File: config.mk
export PLATFORM = sky130hd
export DESIGN_NAME = fma_round
export DESIGN_NICKNAME = d
export VERILOG_FILES = /design/src/rtl/fma_pkg.sv /design/src/rtl/fma_lzc.sv /design/src/rtl/fma_round.sv
export SDC_FILE = /design/constraint.sdc
export NUM_CORES = 1
export LEC_CHECK = 0
export CORE_UTILIZATION = 40
export DETAILED_ROUTE_END_ITERATION = 8
export DONT_BUFFER_PORTS = 1
export GPL_ROUTABILITY_DRIVEN = 0
export PLACE_DENSITY = 0.61
export SLEW_MARGIN = 20
export SYNTH_ARGS = -nofsm -noshare
export SYNTH_HDL_FRONTEND = slang
export SYNTH_SLANG_ARGS = --single-unit
File: constraint.sdc
create_clock -name clk -period 4.77 [get_ports clk]
set_input_delay 0.954 -clock clk [delete_from_list [all_inputs] [get_ports clk]]
set_output_delay 0.954 -clock clk [all_outputs]
set_load 0.02 [all_outputs]
File: src/rtl/fma_pkg.sv
// Shared types and constants for the fma normalize/round/pack stage.
package fma_pkg;

    localparam int FMA_MAN_W = 48;
    localparam int FMA_EXP_W = 10;
    localparam int BIAS      = 127;

    localparam logic [31:0] QNAN = 32'h7FC0_0000;
    localparam logic [31:0] INF  = 32'h7F80_0000;
    localparam logic [31:0] MAXF = 32'h7F7F_FFFF;

    typedef enum logic [1:0] {
        CLS_NORMAL = 2'b00,
        CLS_ZERO   = 2'b01,
        CLS_INF    = 2'b10,
        CLS_NAN    = 2'b11
    } fma_class_e;

    typedef enum logic [1:0] {
        RM_RNE = 2'b00,
        RM_RTZ = 2'b01,
        RM_RDN = 2'b10,
        RM_RUP = 2'b11
    } fma_rmode_e;

endpackage

File: src/rtl/fma_lzc.sv
// Combinational leading-zero counter; o_zero flags an all-zero input.
module fma_lzc #(
    parameter int W  = 48,
    parameter int CW = $clog2(W)
) (
    input  logic [W-1:0]  i_data,
    output logic [CW-1:0] o_count,
    output logic          o_zero
);

    always_comb begin
        o_count = '0;
        // Scanning upward lets the highest set bit win.
        for (int i = 0; i < W; i++) begin
            if (i_data[i]) o_count = CW'(W - 1 - i);
        end
        o_zero = (i_data == '0);
    end

endmodule

File: src/rtl/fma_round.sv
// fma_round: normalize, round and pack the fma core's raw sum into binary32 plus flags.
// Define FMA_RMODE_EN to add the rm port (RNE/RTZ/RDN/RUP); otherwise RNE only.
module fma_round
    import fma_pkg::*;
#(
    parameter int MAN_W = FMA_MAN_W,
    parameter int EXP_W = FMA_EXP_W
) (
`ifdef FMA_RMODE_EN
    input  logic [1:0]       rm,
`endif
    input  logic             clk,
    input  logic             reset,
    input  logic             in_valid,
    output logic             in_ready,
    input  logic             in_sign,
    input  logic [EXP_W-1:0] in_exp,
    input  logic [MAN_W-1:0] in_man,
    input  logic             in_sticky,
    input  logic [1:0]       in_class,
    output logic             out_valid,
    input  logic             out_ready,
    output logic [31:0]      out_result,
    output logic [2:0]       out_flags
);

    localparam int EW    = 12;
    localparam int LZ_W  = $clog2(MAN_W);
    localparam int G_POS = MAN_W - 25;
    localparam logic signed [EW-1:0] E_ZERO = '0;
    localparam logic signed [EW-1:0] E_ONE  = EW'(1);
    localparam logic signed [EW-1:0] E_CAP  = EW'(26);
    localparam logic signed [EW-1:0] E_OVF  = EW'(2 * BIAS + 1);

    logic                    r_s1_valid, r_s2_valid;
    logic                    w_s2_adv, w_s1_load;
    logic [LZ_W-1:0]         w_lz;
    logic                    w_zero, w_tiny;
    logic signed [EW-1:0]    w_exp_ext, w_e, w_rsh_full;
    logic [4:0]              w_rsh;
    logic [MAN_W-1:0]        w_norm, w_den, w_lost;

    logic [23:0]             r_s1_frac;
    logic                    r_s1_g, r_s1_s, r_s1_tiny, r_s1_sign, r_s1_zero;
    logic signed [EW-1:0]    r_s1_e;
    logic [1:0]              r_s1_class;
    fma_rmode_e              w_rm;

    logic                    w_inc, w_inx, w_ovf, w_tz;
    logic [24:0]             w_rnd;
    logic signed [EW-1:0]    w_exp_rnd;
    logic [31:0]             w_res, r_result;
    logic [2:0]              w_flg, r_flags;

    assign w_s2_adv  = !r_s2_valid | out_ready;
    assign in_ready  = !r_s1_valid | w_s2_adv;
    assign w_s1_load = in_valid & in_ready;

    // ---- S1: normalize the leading one to the top bit, denormalize when tiny ----
    fma_lzc #(.W(MAN_W), .CW(LZ_W)) u_lzc (
        .i_data  (in_man),
        .o_count (w_lz),
        .o_zero  (w_zero)
    );

    assign w_exp_ext  = {{(EW-EXP_W){in_exp[EXP_W-1]}}, in_exp};
    assign w_e        = w_exp_ext + E_ONE - $signed({{(EW-LZ_W){1'b0}}, w_lz});
    assign w_tiny     = (w_e <= E_ZERO);
    assign w_rsh_full = E_ONE - w_e;
    // Beyond 26 places everything is already below the guard bit.
    assign w_rsh      = !w_tiny ? 5'd0 : (w_rsh_full > E_CAP) ? 5'd26 : w_rsh_full[4:0];
    assign w_norm     = in_man << w_lz;
    assign w_den      = w_norm >> w_rsh;
    assign w_lost     = w_norm & ~({MAN_W{1'b1}} << w_rsh);

`ifdef FMA_RMODE_EN
    logic [1:0] r_s1_rm;
    always_ff @(posedge clk) begin
        if (w_s1_load) r_s1_rm <= rm;
    end
    assign w_rm = fma_rmode_e'(r_s1_rm);
`else
    assign w_rm = RM_RNE;
`endif

    always_ff @(posedge clk) begin
        if (w_s1_load) begin
            r_s1_frac  <= w_den[MAN_W-1 -: 24];
            r_s1_g     <= w_den[G_POS];
            r_s1_s     <= (|w_den[G_POS-1:0]) | (|w_lost) | in_sticky;
            r_s1_e     <= w_e;
            r_s1_tiny  <= w_tiny;
            r_s1_sign  <= in_sign;
            r_s1_zero  <= w_zero;
            r_s1_class <= in_class;
        end
    end

    // ---- S2: round, detect overflow, pack and select specials ----
    always_comb begin
        w_inc = 1'b0;
        case (w_rm)
            RM_RNE: w_inc = r_s1_g & (r_s1_frac[0] | r_s1_s);
            RM_RTZ: w_inc = 1'b0;
            RM_RDN: w_inc = (r_s1_g | r_s1_s) & r_s1_sign;
            RM_RUP: w_inc = (r_s1_g | r_s1_s) & ~r_s1_sign;
            default: w_inc = 1'b0;
        endcase
    end

    assign w_inx     = r_s1_g | r_s1_s;
    assign w_rnd     = {1'b0, r_s1_frac} + {24'b0, w_inc};
    // A subnormal that carries into bit 23 has become the smallest normal.
    assign w_exp_rnd = r_s1_tiny ? $signed({{(EW-1){1'b0}}, w_rnd[23]})
                                 : r_s1_e + $signed({{(EW-1){1'b0}}, w_rnd[24]});
    assign w_ovf     = !r_s1_tiny && (w_exp_rnd >= E_OVF);
    assign w_tz      = (w_rm == RM_RTZ) | ((w_rm == RM_RDN) & ~r_s1_sign)
                     | ((w_rm == RM_RUP) & r_s1_sign);

    always_comb begin
        w_res = {r_s1_sign, w_exp_rnd[7:0], w_rnd[22:0]};
        w_flg = {1'b0, r_s1_tiny & w_inx, w_inx};
        if (r_s1_class == CLS_NAN) begin
            w_res = QNAN;
            w_flg = 3'b000;
        end else if (r_s1_class == CLS_INF) begin
            w_res = INF | {r_s1_sign, 31'b0};
            w_flg = 3'b000;
        end else if (r_s1_class == CLS_ZERO) begin
            w_res = {r_s1_sign, 31'b0};
            w_flg = 3'b000;
        end else if (r_s1_zero) begin
            w_res = {(w_rm == RM_RDN), 31'b0};
            w_flg = 3'b000;
        end else if (w_ovf) begin
            w_res = (w_tz ? MAXF : INF) | {r_s1_sign, 31'b0};
            w_flg = 3'b101;
        end
    end

    always_ff @(posedge clk or posedge reset) begin
        if (reset) begin
            r_s1_valid <= 1'b0;
            r_s2_valid <= 1'b0;
            r_result   <= '0;
            r_flags    <= '0;
        end else begin
            if (in_ready) r_s1_valid <= in_valid;
            if (w_s2_adv) begin
                r_s2_valid <= r_s1_valid;
                if (r_s1_valid) begin
                    r_result <= w_res;
                    r_flags  <= w_flg;
                end
            end
        end
    end

    assign out_valid  = r_s2_valid;
    assign out_result = r_result;
    assign out_flags  = r_flags;

endmodule
==> load_flow_metrics.sql <==
INSERT INTO impl_metrics (metric_group, metric, value, unit) VALUES
('status', 'outcome', 'finished with violations', ''),
('status', 'violated_checks', 'negative setup slack', ''),
('cells_and_area', 'multi_input_comb_area', '0.008703', 'sq mm'),
('synth', 'synth_area_per_cell', '7.341', 'sq um'),
('placement', 'place_worst_setup_slack', '-2.420', 'ns'),
('synth', 'synth_async_sr_flop_share', '46.25', '%'),
('critical_path', 'worst-r2r-setup-slack', '0.63', 'ns'),
('synth', 'synth_enable_flop_cells', '43', ''),
('hold_path', 'hp-start', 'r_s1_sign', ''),
('critical_path', 'criticalPathCategory', 'in2reg', ''),
('timing', 'final.period_utilization', '145.7', '%'),
('global_routing', 'globalRoute.busiestLayer', 'met2', ''),
('global_routing', 'grt_pass1_vias', '13330', ''),
('drt', 'drt-wirelength-per-cell', '21.32', 'microns'),
('global_routing', 'grt_pass1_wl', '71370', 'microns'),
('global_routing', 'grt-ovfl-total', '0', ''),
('die', 'starting_density_of_the_core', '40.57', '%'),
('clocking', 'clk_pin_slew_worst_paths', '0.06', 'ns'),
('timing', 'fin_skew', '0.01073', 'ns'),
('drt', 'number_of_nets_with_antenna_violations_after_routing', '0', ''),
('timing', 'final-max-slew-violation-count', '0', ''),
('cells_and_area', 'layout.cells.most_common_list', 'sky130_fd_sc_hd__buf_4 (431), sky130_fd_sc_hd__nand2_1 (144), sky130_fd_sc_hd__nor2_1 (122)', ''),
('critical_path', 'delay_of_the_slowest_critical_path_stage', '0.52', 'ns'),
('synth', 'synth_fp_nets', '1524', ''),
('global_routing', 'grt_antenna_before_repair', '1', ''),
('synth', 'postSynthRegisterBits', '80', ''),
('power_and_ir_drop', 'vdd_ir_drop_max', '0.4279', 'mV'),
('critical_path', 'worst_r2r_path_cells', '17', ''),
('timing', 'timing.final.ws_setup', '-2.178', 'ns'),
('clocking', 'cts.htree.levels', '3', ''),
('drt', 'drtPass1Iterations', '8', ''),
('die', 'die_area', '0.02701', 'sq mm'),
('hold_path', 'hold_path.class', 'reg2reg', ''),
('clocking', 'tritoncts', 'done', ''),
('drt', 'drt_iter0_drc', '1984', ''),
('cells_and_area', 'layout.filler_cells', '2205', ''),
('synth', 'synth_area', '0.01054', 'sq mm'),
('synth', 'seq_area_frac_synth', '21.03', '%'),
('critical_path', 'timing.rr.end', 'out_result[13]', ''),
('timing', 'minimum_clock_period_after_layout', '6.948', 'ns'),
('timing', 'setup_violations', '26', ''),
('timing', 'hold_ws', '0.5032', 'ns'),
('power_and_ir_drop', 'leakagePower', '6.581', 'nW'),
('timing', 'hold_viol', '0', ''),
('cells_and_area', 'fin_util', '60.72', '%'),
('critical_path', 'path_cells', 'or4_4 > o2111ai_2 > or3b_4 > a211oi_4 > inv_2 > ha_4 > ha_1 > a21o_1 > a21oi_2 > xor2_1 > inv_1 > nor3_2 > mux2_4 > or3_4 > o41a_4 > buf_4 > nor2_4 > a21oi_1 > a222oi_1 > o2111ai_1 > a21o_1 > a2111oi_1 > and4_1 > o2111ai_1', ''),
('die', 'num_io_pins', '103', ''),
('placement', 'placement.cell_area', '0.01411', 'sq mm'),
('clocking', 'cts_buffer_depth', '2', ''),
('timing', 'maxSlewHeadroom', '36.75', '%'),
('critical_path', 'crit_path_max_fanout', '5', ''),
('clocking', 'clock-root-buffer', 'sky130_fd_sc_hd__clkbuf_16', ''),
('die', 'rows', '59', ''),
('critical_path', 'worstPathRequired', '4.84', 'ns'),
('hold_path', 'worstHoldPathCells', '1', ''),
('synth', 'synth_flop_cell', 'sky130_fd_sc_hd__edfxtp_1', ''),
('clocking', 'numClockSinks', '80', ''),
('global_routing', 'met2_usage', '54.79', '%'),
('placement', 'place.detailed.hpwl', '34660', 'microns'),
('cells_and_area', 'seq_area', '0.002217', 'sq mm'),
('critical_path', 'crit_path_start_kind', 'primary input', ''),
('cells_and_area', 'number_of_non_filler_instances_in_the_completed_layout', '2172', ''),
('die', 'width_of_the_chip', '164.3', 'microns'),
('global_routing', 'global_route.usage.total', '33.42', '%'),
('timing', 'grt_setup_unrepaired', 'yes', ''),
('critical_path', 'worstReg2RegStart', 'r_s1_s', ''),
('clocking', 'clkLatencyLatePin', '0.33', 'ns'),
('clocking', 'clock_buffers_created_by_tritoncts', '9', ''),
('critical_path', 'arrival_time_of_data_at_the_critical_path_endpoint', '7.02', 'ns'),
('cells_and_area', 'flow.area_growth_from_synthesis', '49.69', '%'),
('placement', 'number_of_buffers_inserted_by_port_buffering', '0', '');
[cell type report]
class	count	area share, %
Multi-Input combinational cell	1215	55.16
Timing Repair Buffer	480	24.97
Sequential cell	80	14.05
Tap cell	335	2.656
Clock buffer	12	1.768
Inverter	45	1.070
Clock inverter	4	0.3093
Antenna cell	1	0.01586
[cell families (layout without fill, tap and decap cells)]
logic type                 count (synthesis)  count (layout)  synth area share, %
and+or+nand+nor                          559             559                25.83
AOI/OAI and AO/OA                        538             538                35.58
other                                      0               1                    0
buffers and inverters                    141             541                5.555
DFF                                       80              80                21.03
muxes                                     59              59                6.231
xor gates and xnor gates                  36              36                2.991
adders and majority gates                 23              23                2.777
[power by group]
| part | switching (mW) | total, mW | internal [mW] |
|---|---|---|---|
| combinational | 1.31 | 2.53 | 1.22 |
| sequential | 0.0974 | 0.931 | 0.834 |
| clock | 0.253 | 0.720 | 0.467 |
| total | 1.66 | 4.18 | 2.52 |
[layer usage]
layer	vias to the layer above	wire (microns)
li1	6366	-
met2	915	20740
met1	6576	17750
met5	-	0
met4	0	2668
met3	241	5154
[state kept, by name, summed over array words and instances, names as in the netlist]
| signal | count |
|---|---|
| r_s1_g | 1 |
| r_s1_frac | 24 |
| out_flags | 3 |
| out_valid | 1 |
| r_s1_e | 12 |
| r_s1_sign | 1 |
| r_s1_class | 2 |
| r_s1_s | 1 |
| r_s1_valid | 1 |
| r_s1_tiny | 1 |
| r_s1_zero | 1 |
| out_result | 32 |
[worst max path at each step]
| stage | startpoint | slack (ns) | to |
|---|---|---|---|
| after floorplan | in_man[7] | -2.51 | r_s1_s |
| after global placement | in_man[21] | -2.37 | r_s1_s |
| after detailed placement | in_man[7] | -2.42 | r_s1_s |
| after CTS | in_man[7] | -1.93 | r_s1_s |
| after global routing | in_man[7] | -2.35 | r_s1_s |
| final | in_man[7] | -2.18 | r_s1_s |
[worst max-delay path, delay by kind of cell]
family                     cells  cell delay, ns
muxes                          1            0.33
adders and majority gates      2            0.50
xor gates and xnor gates       1            0.22
AOI/OAI and AO/OA             11            2.71
and+or+nand+nor                6            1.93
buffers and inverters          3            0.37
[what timing repair did]
item / in CTS / in global routing
gates resized for setup: 143 / 70
setup buffers: 38 / 24
hold buffers: 0 / 0
pin swaps: 22 / 28
endpoints found under the setup margin: 27 / 27
gates cloned: 4 / 0
[cell usage after synthesis (all sizes together) (13+ instances only)]
master	number
o31ai	14
ha	21
nor2	138
nor4	25
xnor2	16
o22ai	29
nor3	60
a22oi	38
a21o	17
a211oi	30
dfrtp	37
edfxtp	43
clkbuf	69
mux2	13
a32oi	20
xor2	20
buf	27
and3	16
a21oi	92
and2	14
o211ai	18
inv	44
nand2	156
nand3	88
a31oi	39
o21ai	109
mux2i	42
[metrics by stage]
step / TNS (ns) / power, mW
CTS: -34.67 / 3.977
global placement: -47.11 / 2.944
floorplan: -48.00 / 2.042
finish: -39.35 / 4.184
detailed placement: -48.67 / 2.966
global route: -43.53 / 4.377
No activity file was read; power rests on OpenSTA's default activity.
